## config.mk

```make
export PLATFORM = sky130hd
export DESIGN_NAME = i2s_tx_sched
export DESIGN_NICKNAME = d
export VERILOG_FILES = /design/src/rtl/i2s_sched_pkg.sv /design/src/rtl/i2s_prio_enc.sv /design/src/rtl/i2s_tx_sched.sv
export SDC_FILE = /design/constraint.sdc
export NUM_CORES = 1
export LEC_CHECK = 0
export ABC_CLOCK_PERIOD_IN_PS = 3200
export BUFFER_PORTS_ARGS = -buffer_cell sky130_fd_sc_hd__buf_2
export CAP_MARGIN = 10
export CORE_AREA = 4 4 101 103
export CTS_CLUSTER_DIAMETER = 30
export DETAILED_ROUTE_END_ITERATION = 10
export DIE_AREA = 0 0 105 107
export HOLD_SLACK_MARGIN = 0.1
export MAX_ROUTING_LAYER = met4
export PLACE_DENSITY = 0.9
export RECOVER_POWER = 25
export SLEW_MARGIN = 5
export SYNTH_ARGS = -nofsm -noshare
export SYNTH_HDL_FRONTEND = slang
export SYNTH_SLANG_ARGS = --single-unit
```

## constraint.sdc

```tcl
create_clock -name clk -period 3.2 [get_ports clk]
set_input_delay 0.48 -clock clk [delete_from_list [all_inputs] [get_ports clk]]
set_output_delay 0.48 -clock clk [all_outputs]
set_load 0.01 [all_outputs]
```

## src/rtl/i2s_sched_pkg.sv

```systemverilog
// Shared types and helpers for the i2s transmit sample-source scheduler.
package i2s_sched_pkg;

    localparam int NSRC_MAX = 16;

    typedef enum logic [1:0] {
        IDLE,
        FETCH,
        WAIT,
        RESP
    } sched_state_t;

    // Width of a source index; never zero so a single-source build still has a port.
    function automatic int sched_sw(input int n);
        return (n > 1) ? $clog2(n) : 1;
    endfunction

endpackage

```

## src/rtl/i2s_prio_enc.sv

```systemverilog
// Lowest-index-wins priority encoder over NSRC request lines (combinational).
module i2s_prio_enc
    import i2s_sched_pkg::*;
#(
    parameter int NSRC = 4
) (
    input  logic [NSRC-1:0]                req,
    output logic [sched_sw(NSRC)-1:0]      idx,
    output logic                           found
);

    localparam int SW = sched_sw(NSRC);

    // Scan downwards so the last hit, i.e. the lowest set index, wins.
    always_comb begin
        idx   = '0;
        found = 1'b0;
        for (int i = NSRC - 1; i >= 0; i--) begin
            if (req[i]) begin
                idx   = SW'(i);
                found = 1'b1;
            end
        end
    end

endmodule

```

## src/rtl/i2s_tx_sched.sv

```systemverilog
// Per-frame sample-source scheduler feeding the i2s_bi transmitter.
// Optional macro I2S_SCHED_TIMEOUT_EN adds a WAIT timeout that substitutes silence.
module i2s_tx_sched
    import i2s_sched_pkg::*;
#(
    parameter int DW      = 24,
    parameter int NSRC    = 4,
    parameter int TIMEOUT = 64
) (
    input  logic                      clk,
    input  logic                      rst,
    input  logic [NSRC-1:0]           src_en,
    input  logic [NSRC-1:0]           src_req,
    output logic [NSRC-1:0]           src_rd_en,
    input  logic [NSRC-1:0]           src_rd_valid,
    input  logic [NSRC*DW-1:0]        src_ldata,
    input  logic [NSRC*DW-1:0]        src_rdata,
    input  logic                      tx_rd_en,
    output logic                      tx_rd_valid,
    output logic [DW-1:0]             tx_ldata,
    output logic [DW-1:0]             tx_rdata,
    output logic [sched_sw(NSRC)-1:0] grant,
    output logic                      grant_valid,
    output logic                      underrun,
    output logic                      req_overrun
);

    localparam int SW = sched_sw(NSRC);

    if (NSRC < 1 || NSRC > NSRC_MAX || TIMEOUT < 2) begin : g_bad_param
        $error("i2s_tx_sched: NSRC must be 1..16 and TIMEOUT at least 2");
    end

    sched_state_t      state, state_nx;
    logic              sil_pend, sil_pend_nx;
    logic [NSRC-1:0]   src_rd_en_nx;
    logic              tx_rd_valid_nx;
    logic [DW-1:0]     ldata_nx, rdata_nx;
    logic [SW-1:0]     grant_nx;
    logic              grant_valid_nx, underrun_nx, overrun_nx;

    logic [NSRC-1:0]   cand;
    logic [SW-1:0]     enc_idx;
    logic              enc_found;
    logic              sel_valid;
    logic [DW-1:0]     sel_l, sel_r;

`ifdef I2S_SCHED_TIMEOUT_EN
    localparam int CW = $clog2(TIMEOUT);
    logic [CW-1:0]     cnt, cnt_nx;
`endif

    assign cand      = src_req & src_en;
    assign sel_valid = src_rd_valid[grant];
    assign sel_l     = src_ldata[int'(grant)*DW +: DW];
    assign sel_r     = src_rdata[int'(grant)*DW +: DW];

    i2s_prio_enc #(.NSRC(NSRC)) u_prio_enc (
        .req   (cand),
        .idx   (enc_idx),
        .found (enc_found)
    );

    always_ff @(posedge clk) begin
        if (rst) state <= IDLE;
        else     state <= state_nx;
    end

    // A silence frame spends one extra RESP cycle so underrun leads tx_rd_valid by one cycle.
    always_comb begin
        state_nx       = state;
        sil_pend_nx    = 1'b0;
        src_rd_en_nx   = '0;
        tx_rd_valid_nx = 1'b0;
        ldata_nx       = tx_ldata;
        rdata_nx       = tx_rdata;
        grant_nx       = grant;
        grant_valid_nx = grant_valid;
        underrun_nx    = 1'b0;
        overrun_nx     = tx_rd_en && (state != IDLE);
`ifdef I2S_SCHED_TIMEOUT_EN
        cnt_nx         = cnt;
`endif
        case (state)
            IDLE: begin
                if (tx_rd_en) begin
                    if (enc_found) begin
                        grant_nx       = enc_idx;
                        grant_valid_nx = 1'b1;
                        src_rd_en_nx   = NSRC'(1) << enc_idx;
                        state_nx       = FETCH;
                    end else begin
                        ldata_nx       = '0;
                        rdata_nx       = '0;
                        grant_valid_nx = 1'b0;
                        underrun_nx    = 1'b1;
                        sil_pend_nx    = 1'b1;
                        state_nx       = RESP;
                    end
                end
            end
            FETCH: begin
`ifdef I2S_SCHED_TIMEOUT_EN
                cnt_nx = '0;
`endif
                if (sel_valid) begin
                    ldata_nx       = sel_l;
                    rdata_nx       = sel_r;
                    tx_rd_valid_nx = 1'b1;
                    state_nx       = RESP;
                end else begin
                    state_nx = WAIT;
                end
            end
            WAIT: begin
                if (sel_valid) begin
                    ldata_nx       = sel_l;
                    rdata_nx       = sel_r;
                    tx_rd_valid_nx = 1'b1;
                    state_nx       = RESP;
                end
`ifdef I2S_SCHED_TIMEOUT_EN
                else if (cnt == CW'(TIMEOUT - 1)) begin
                    ldata_nx       = '0;
                    rdata_nx       = '0;
                    grant_valid_nx = 1'b0;
                    underrun_nx    = 1'b1;
                    tx_rd_valid_nx = 1'b1;
                    state_nx       = RESP;
                end else begin
                    cnt_nx = cnt + 1'b1;
                end
`endif
            end
            RESP: begin
                if (sil_pend) begin
                    tx_rd_valid_nx = 1'b1;
                    state_nx       = RESP;
                end else begin
                    state_nx = IDLE;
                end
            end
            default: state_nx = IDLE;
        endcase
    end

    always_ff @(posedge clk) begin
        if (rst) begin
            sil_pend    <= 1'b0;
            src_rd_en   <= '0;
            tx_rd_valid <= 1'b0;
            tx_ldata    <= '0;
            tx_rdata    <= '0;
            grant       <= '0;
            grant_valid <= 1'b0;
            underrun    <= 1'b0;
            req_overrun <= 1'b0;
`ifdef I2S_SCHED_TIMEOUT_EN
            cnt         <= '0;
`endif
        end else begin
            sil_pend    <= sil_pend_nx;
            src_rd_en   <= src_rd_en_nx;
            tx_rd_valid <= tx_rd_valid_nx;
            tx_ldata    <= ldata_nx;
            tx_rdata    <= rdata_nx;
            grant       <= grant_nx;
            grant_valid <= grant_valid_nx;
            underrun    <= underrun_nx;
            req_overrun <= overrun_nx;
`ifdef I2S_SCHED_TIMEOUT_EN
            cnt         <= cnt_nx;
`endif
        end
    end

endmodule

```

After elaboration in Yosys (flattened, before gate mapping)

Index checks and enable logic that the tools add are counted.

Output and inout bits: 58
Register bits: 60
Input bits: 207
Logic and storage cells: 63

Reduce and logical (&&, ||, !) cells: 11
Multiply operators: 1
Order comparisons: 1
Bitwise operators: 4
Equal/unequal tests: 7
Multiplexer cells: 27
Shifts and indexed selects: 3

Operator list:

| kind                                                       | count |
|---|---|
| two-way mux 24 bit                                         | 4 |
| case mux 24 bit (2 select lines)                           | 2 |
| variable part select 96 x 32 -> 24 bit                     | 1 |
| variable part select 96 x 8 -> 24 bit                      | 1 |
| two-way mux 2 bit                                          | 8 |
| two-way mux 1 bit                                          | 10 |
| case mux 2 bit (4 select lines)                            | 1 |
| inequality test 2 bit, second input constant               | 3 |
| bitwise AND 4 bit                                          | 1 |
| == test 2 bit, second input constant                       | 2 |
| multiplier 2 x 2 -> 4 bit, second input constant           | 1 |
| AND reduction 2 bit                                        | 2 |
| AND reduction 4 bit                                        | 1 |
| nonzero test 2 bit                                         | 2 |
| OR reduction 4 bit                                         | 1 |
| left shift 1 x 2 -> 4 bit, first input constant            | 1 |
| less-than comparator 2 x 3 -> 1 bit, second input constant | 1 |
| NOT 1 bit                                                  | 3 |
| AND reduction 3 bit                                        | 1 |
| OR reduction 3 bit                                         | 1 |
| binary-select mux 1 bit (select 2 bit)                     | 1 |
| == test 2 x 1 -> 1 bit, second input constant              | 1 |
| logical NOT 2 bit                                          | 1 |
| inequality test 2 x 1 -> 1 bit, second input constant      | 1 |
| other kinds (3)                                            | 3 |

Depth between registers and ports, before layout

Word-level depth: 8
Mapped depth: 9
Depth with buffers taken out: 6

Modules after synthesis

From an unflattened synthesis, not the netlist that was laid out.

Cell total of the unflattened synthesis: 239
Area total of the unflattened synthesis: 3260.6 um^2

By module, submodules not included:

| module       | area each (um^2) | times used | cells each | sequential area each (um^2) |
|---|---|---|---|---|
| i2s_tx_sched | 3225.6           | 1          | 232        | 1201.2 |
| i2s_prio_enc | 35.0             | 1          | 7          | 0.0 |

Worst setup path before layout

No wires, ideal clock.

Path kind: reg-to-reg
From: reg grant[0]
To: reg tx_rdata[10]
Arrival: 1.710 ns
Setup slack: 1.350 ns
Setup time: 0.140 ns
Stages on the path, launching flop included: 7
Period minus slack after synthesis: 1.850 ns
Buffers on the path: 3
Path through: dfxtp_1 -> clkbuf_2 -> buf_2 -> buf_4 -> mux4_2 -> nand2b_1 -> o32ai_2

Longest elaborated chain between the ends: 4

Ends and longest elaborated chain:

| what                                                                                       | RTL line                               | RTL |
|---|---|---|
| start: declaration                                                                         | i2s_tx_sched.sv:22                     | `output logic [sched_sw(NSRC)-1:0] grant,` |
| start signal: assignment                                                                   | i2s_tx_sched.sv:167                    | `grant <= grant_nx;` |
| multiplier 2 x 2 -> 4 bit / binary-select mux 1 bit (select 2 bit) (equally long branches) | i2s_tx_sched.sv:56, i2s_tx_sched.sv:54 |  |
| variable part select 96 x 8 -> 24 bit / two-way mux 1 bit (equally long branches)          | i2s_tx_sched.sv:56, i2s_tx_sched.sv:54 |  |
| two-way mux 24 bit / inequality test 2 x 1 -> 1 bit (equally long branches)                | --                                     |  |
| case mux 24 bit (2 select lines) / AND reduction 4 bit (equally long branches)             | --                                     |  |
| end signal: assignment                                                                     | i2s_tx_sched.sv:166                    | `tx_rdata <= rdata_nx;` |
| end: declaration                                                                           | i2s_tx_sched.sv:21                     | `output logic [DW-1:0] tx_rdata,` |

Several ways; a longest one is shown, not always the timed one. The select of a mux whose other input is x is not followed.
A chain may end at the register's enable or synchronous reset.

Worst setup path after layout

From: reg grant[0]
To: reg tx_rdata[6]

Same word-level chain as after synthesis.

==> results.ini <==
[outcome]
status = finished with violations
failed_checks = capacitance limit, slew limit

[drt]
routed_via_density = 5.48
drtIter0Drc = 239
drc_errors = 0
postRouteAntennaNets = 0
drt-pass1-iter-count = 4
via_count = 3844
wire_per_inst_um = 17.9
postRouteWirelength_um = 12600

[worst_setup_path]
r2r_start = grant[0]
crit_path_end = tx_rdata[6]
setup.worst_path.start = grant[0]
slowest_delay_ns = 0.62
cp.arrival_ns = 2.49
crit_chain = mux4_2 > nand2_1 > a21o_2 > buf_12 > o32ai_2
cp_max_fo = 25
required_ns = 3.32
worstSetupPathType = reg2reg
critPathCaptureType = flip-flop
cpMaxStageDelayCell = dfxtp_4
r2r_end = tx_rdata[6]
reg2reg_depth = 5
reg2reg_slack_ns = 0.84
start_kind = flip-flop

[finish]
layout-drive-gt1-share = 0.557
diodes = 0
syn2layout_area_growth_pct = 39.7
mostFrequentLayoutCells = 235 x buf_2, 58 x dfxtp_1, 53 x inv_1
layout_commonest_cell = buf_2
nets = 797

[global_routing]
grt_max_degree = 108
overflow = 0
grt_pass1_vias = 4016
grt_pass1_wl_um = 19000
antenna_found_initial = 0
grt_use_total = 0.218

[run]
timing.max_cap.violations = 1

[synthesis]
postSynthCellCount = 341
avgSynthCellArea_um2 = 11.3
synth-seq-area-share = 0.313
yosys.area_share.simple = 0.114
synth_top_family_by_area = multiplexers
synth-seq-cells = 60
synth_fp_nets = 552
synth_mux_area_frac = 0.287
synth-warning-count = 0
synth_adder_area_share = 0.0130
synth-compound-area-share = 0.173
syn_area_um2 = 3840
synth_xor_area_frac = 0
ys_types = 29

[floorplan]
dieWidth_um = 105
dieArea_um2 = 11200
die_h_um = 107
core_area_um2 = 9200
start_util = 0.417
rows = 35
pin_count = 265

[pwr]
p_per_area_nw_per_um2 = 571
p_leak_nw = 2.23
vdd_drop_max_uv = 267

[clock_tree]
clock_sinks = 60
cts-resized-gates = 0
htree_levels = 3
clock_insertion_delay_worst_skew_ns = 0.32
clock_path_buffers = 2
numCtsBuffers = 9
cts_tree = yes
root_buffer = clkbuf_8
ctsHoldBuffers = 0
clk_pin_slew_worst_paths_ns = 0.08
post_cts_buffers = 0

[timing]
hold_violations = 0
worst_pin_slew_ns = 1.96
fin_skew_ns = 0.0177
fin_crit_sh = 0.738
min_period_ns = 2.36
setup_slack_ns = 0.838
clock.fmax_ghz = 0.423
fin_tns_setup_ns = 0
slew_headroom = -0.304
finalSetupViolations = 0
final_max_slew_viol_count = 108
whs_ns = 0.415
rsz0062_at_grt = false

[placed_design]
dpl.hpwl_um = 10100
io_buffers = 264
gp_congestion = 0.902
dp_slack_ns = 0.736

[hold_path]
holdCritStartpoint = src_en[1]
hold_class = in2reg

-- cell families (layout without fill, tap and decap cells) --
logic type / Yosys count / count (layout)
and+or+nand+nor: 78 / 78
muxes: 49 / 49
AOI/OAI and AO/OA: 62 / 62
DFF: 60 / 60
adders and majority gates: 4 / 4
buffers and inverters: 88 / 338
-- metal layers --
metal	up-vias	wire length, µm	track usage	share of wire
met2	203	6700	0.397	0.53
met4	0	340	0.0956	0.027
li1	1763	-	-	-
met5	-	0	-	0
met3	32	904	0.0512	0.072
met1	1846	4610	0.224	0.37
-- where the power goes --
part / switching (mW) / internal (mW) / total (mW)
combinational: 0.754 / 0.600 / 1.35
clock: 0.293 / 0.424 / 0.717
sequential: 0.0975 / 0.895 / 0.993
total: 1.14 / 1.92 / 3.06
-- how the worst min path moves through the flow --
stage | end | slack [ns] | depth (start not counted)
after global routing | src_rd_en[1] | 0.43 | 3
after floorplan | state[1] | 0.46 | 2
after detailed placement | tx_rdata[18] | 0.47 | 2
after global placement | tx_rdata[18] | 0.46 | 2
after CTS | src_rd_en[1] | 0.39 | 3
final | src_rd_en[1] | 0.41 | 3
-- per-stage QoR --
stage	total power [mW]	cells	utilization	cell area, µm²
floorplan	1.96	341	-	3840
global placement	2.31	686	0.564	5190
detailed placement	2.38	686	0.564	5190
CTS	3.11	702	0.587	5400
global route	3.26	702	0.583	5360
finish	3.06	702	0.583	5360
-- state kept, by name, indices dropped and copies added, names as in the netlist --
register,cells
state,2
tx_rd_valid,1
sil_pend,1
tx_ldata,24
grant,2
req_overrun,1
tx_rdata,24
grant_valid,1
src_rd_en,4
-- cells in the mapped netlist --
cell type  instances  area share
a32o_1             1      0.0026
ha_1               4       0.013
mux4_2            49        0.29
a21oi_1            6      0.0078
o32ai_2           20       0.085
nand2b_1          49       0.080
clkbuf_2           1      0.0013
nor2b_1            1      0.0016
nor3b_1            1      0.0020
a21o_1             1      0.0020
a221o_1            1      0.0026
and3_1             1      0.0016
a211oi_1           1      0.0020
nor3_1             6      0.0078
buf_4              4      0.0078
dfxtp_1           60        0.31
a22oi_1            2      0.0039
nand2_1           11       0.011
clkbuf_1          13       0.013
nand4_1            1      0.0016
inv_1             53       0.052
buf_2              9       0.012
o32ai_1           28       0.064
nand3_1            3      0.0039
nor2_1             5      0.0049
o22ai_1            1      0.0016
a221oi_1           1      0.0023
buf_1              5      0.0049
buf_6              3      0.0088
-- final cells by class --
| class | count | area (µm²) |
|---|---|---|
| Clock inverter | 3 | 45.0 |
| Fill cell | 812 | 3830 |
| Inverter | 53 | 199 |
| Tap cell | 111 | 139 |
| Clock buffer | 13 | 169 |
| Timing Repair Buffer | 269 | 1340 |
| Sequential cell | 60 | 1210 |
| Multi-Input combinational cell | 193 | 2270 |
-- critical path, delay by kind of cell (launching register included) --
kind	cells	cell delay, ns
compound gates	2	0.54
simple gates	1	0.12
flops	1	0.62
buf+inv	1	0.26
mux	1	0.61
(Power assumes the default switching activity.)
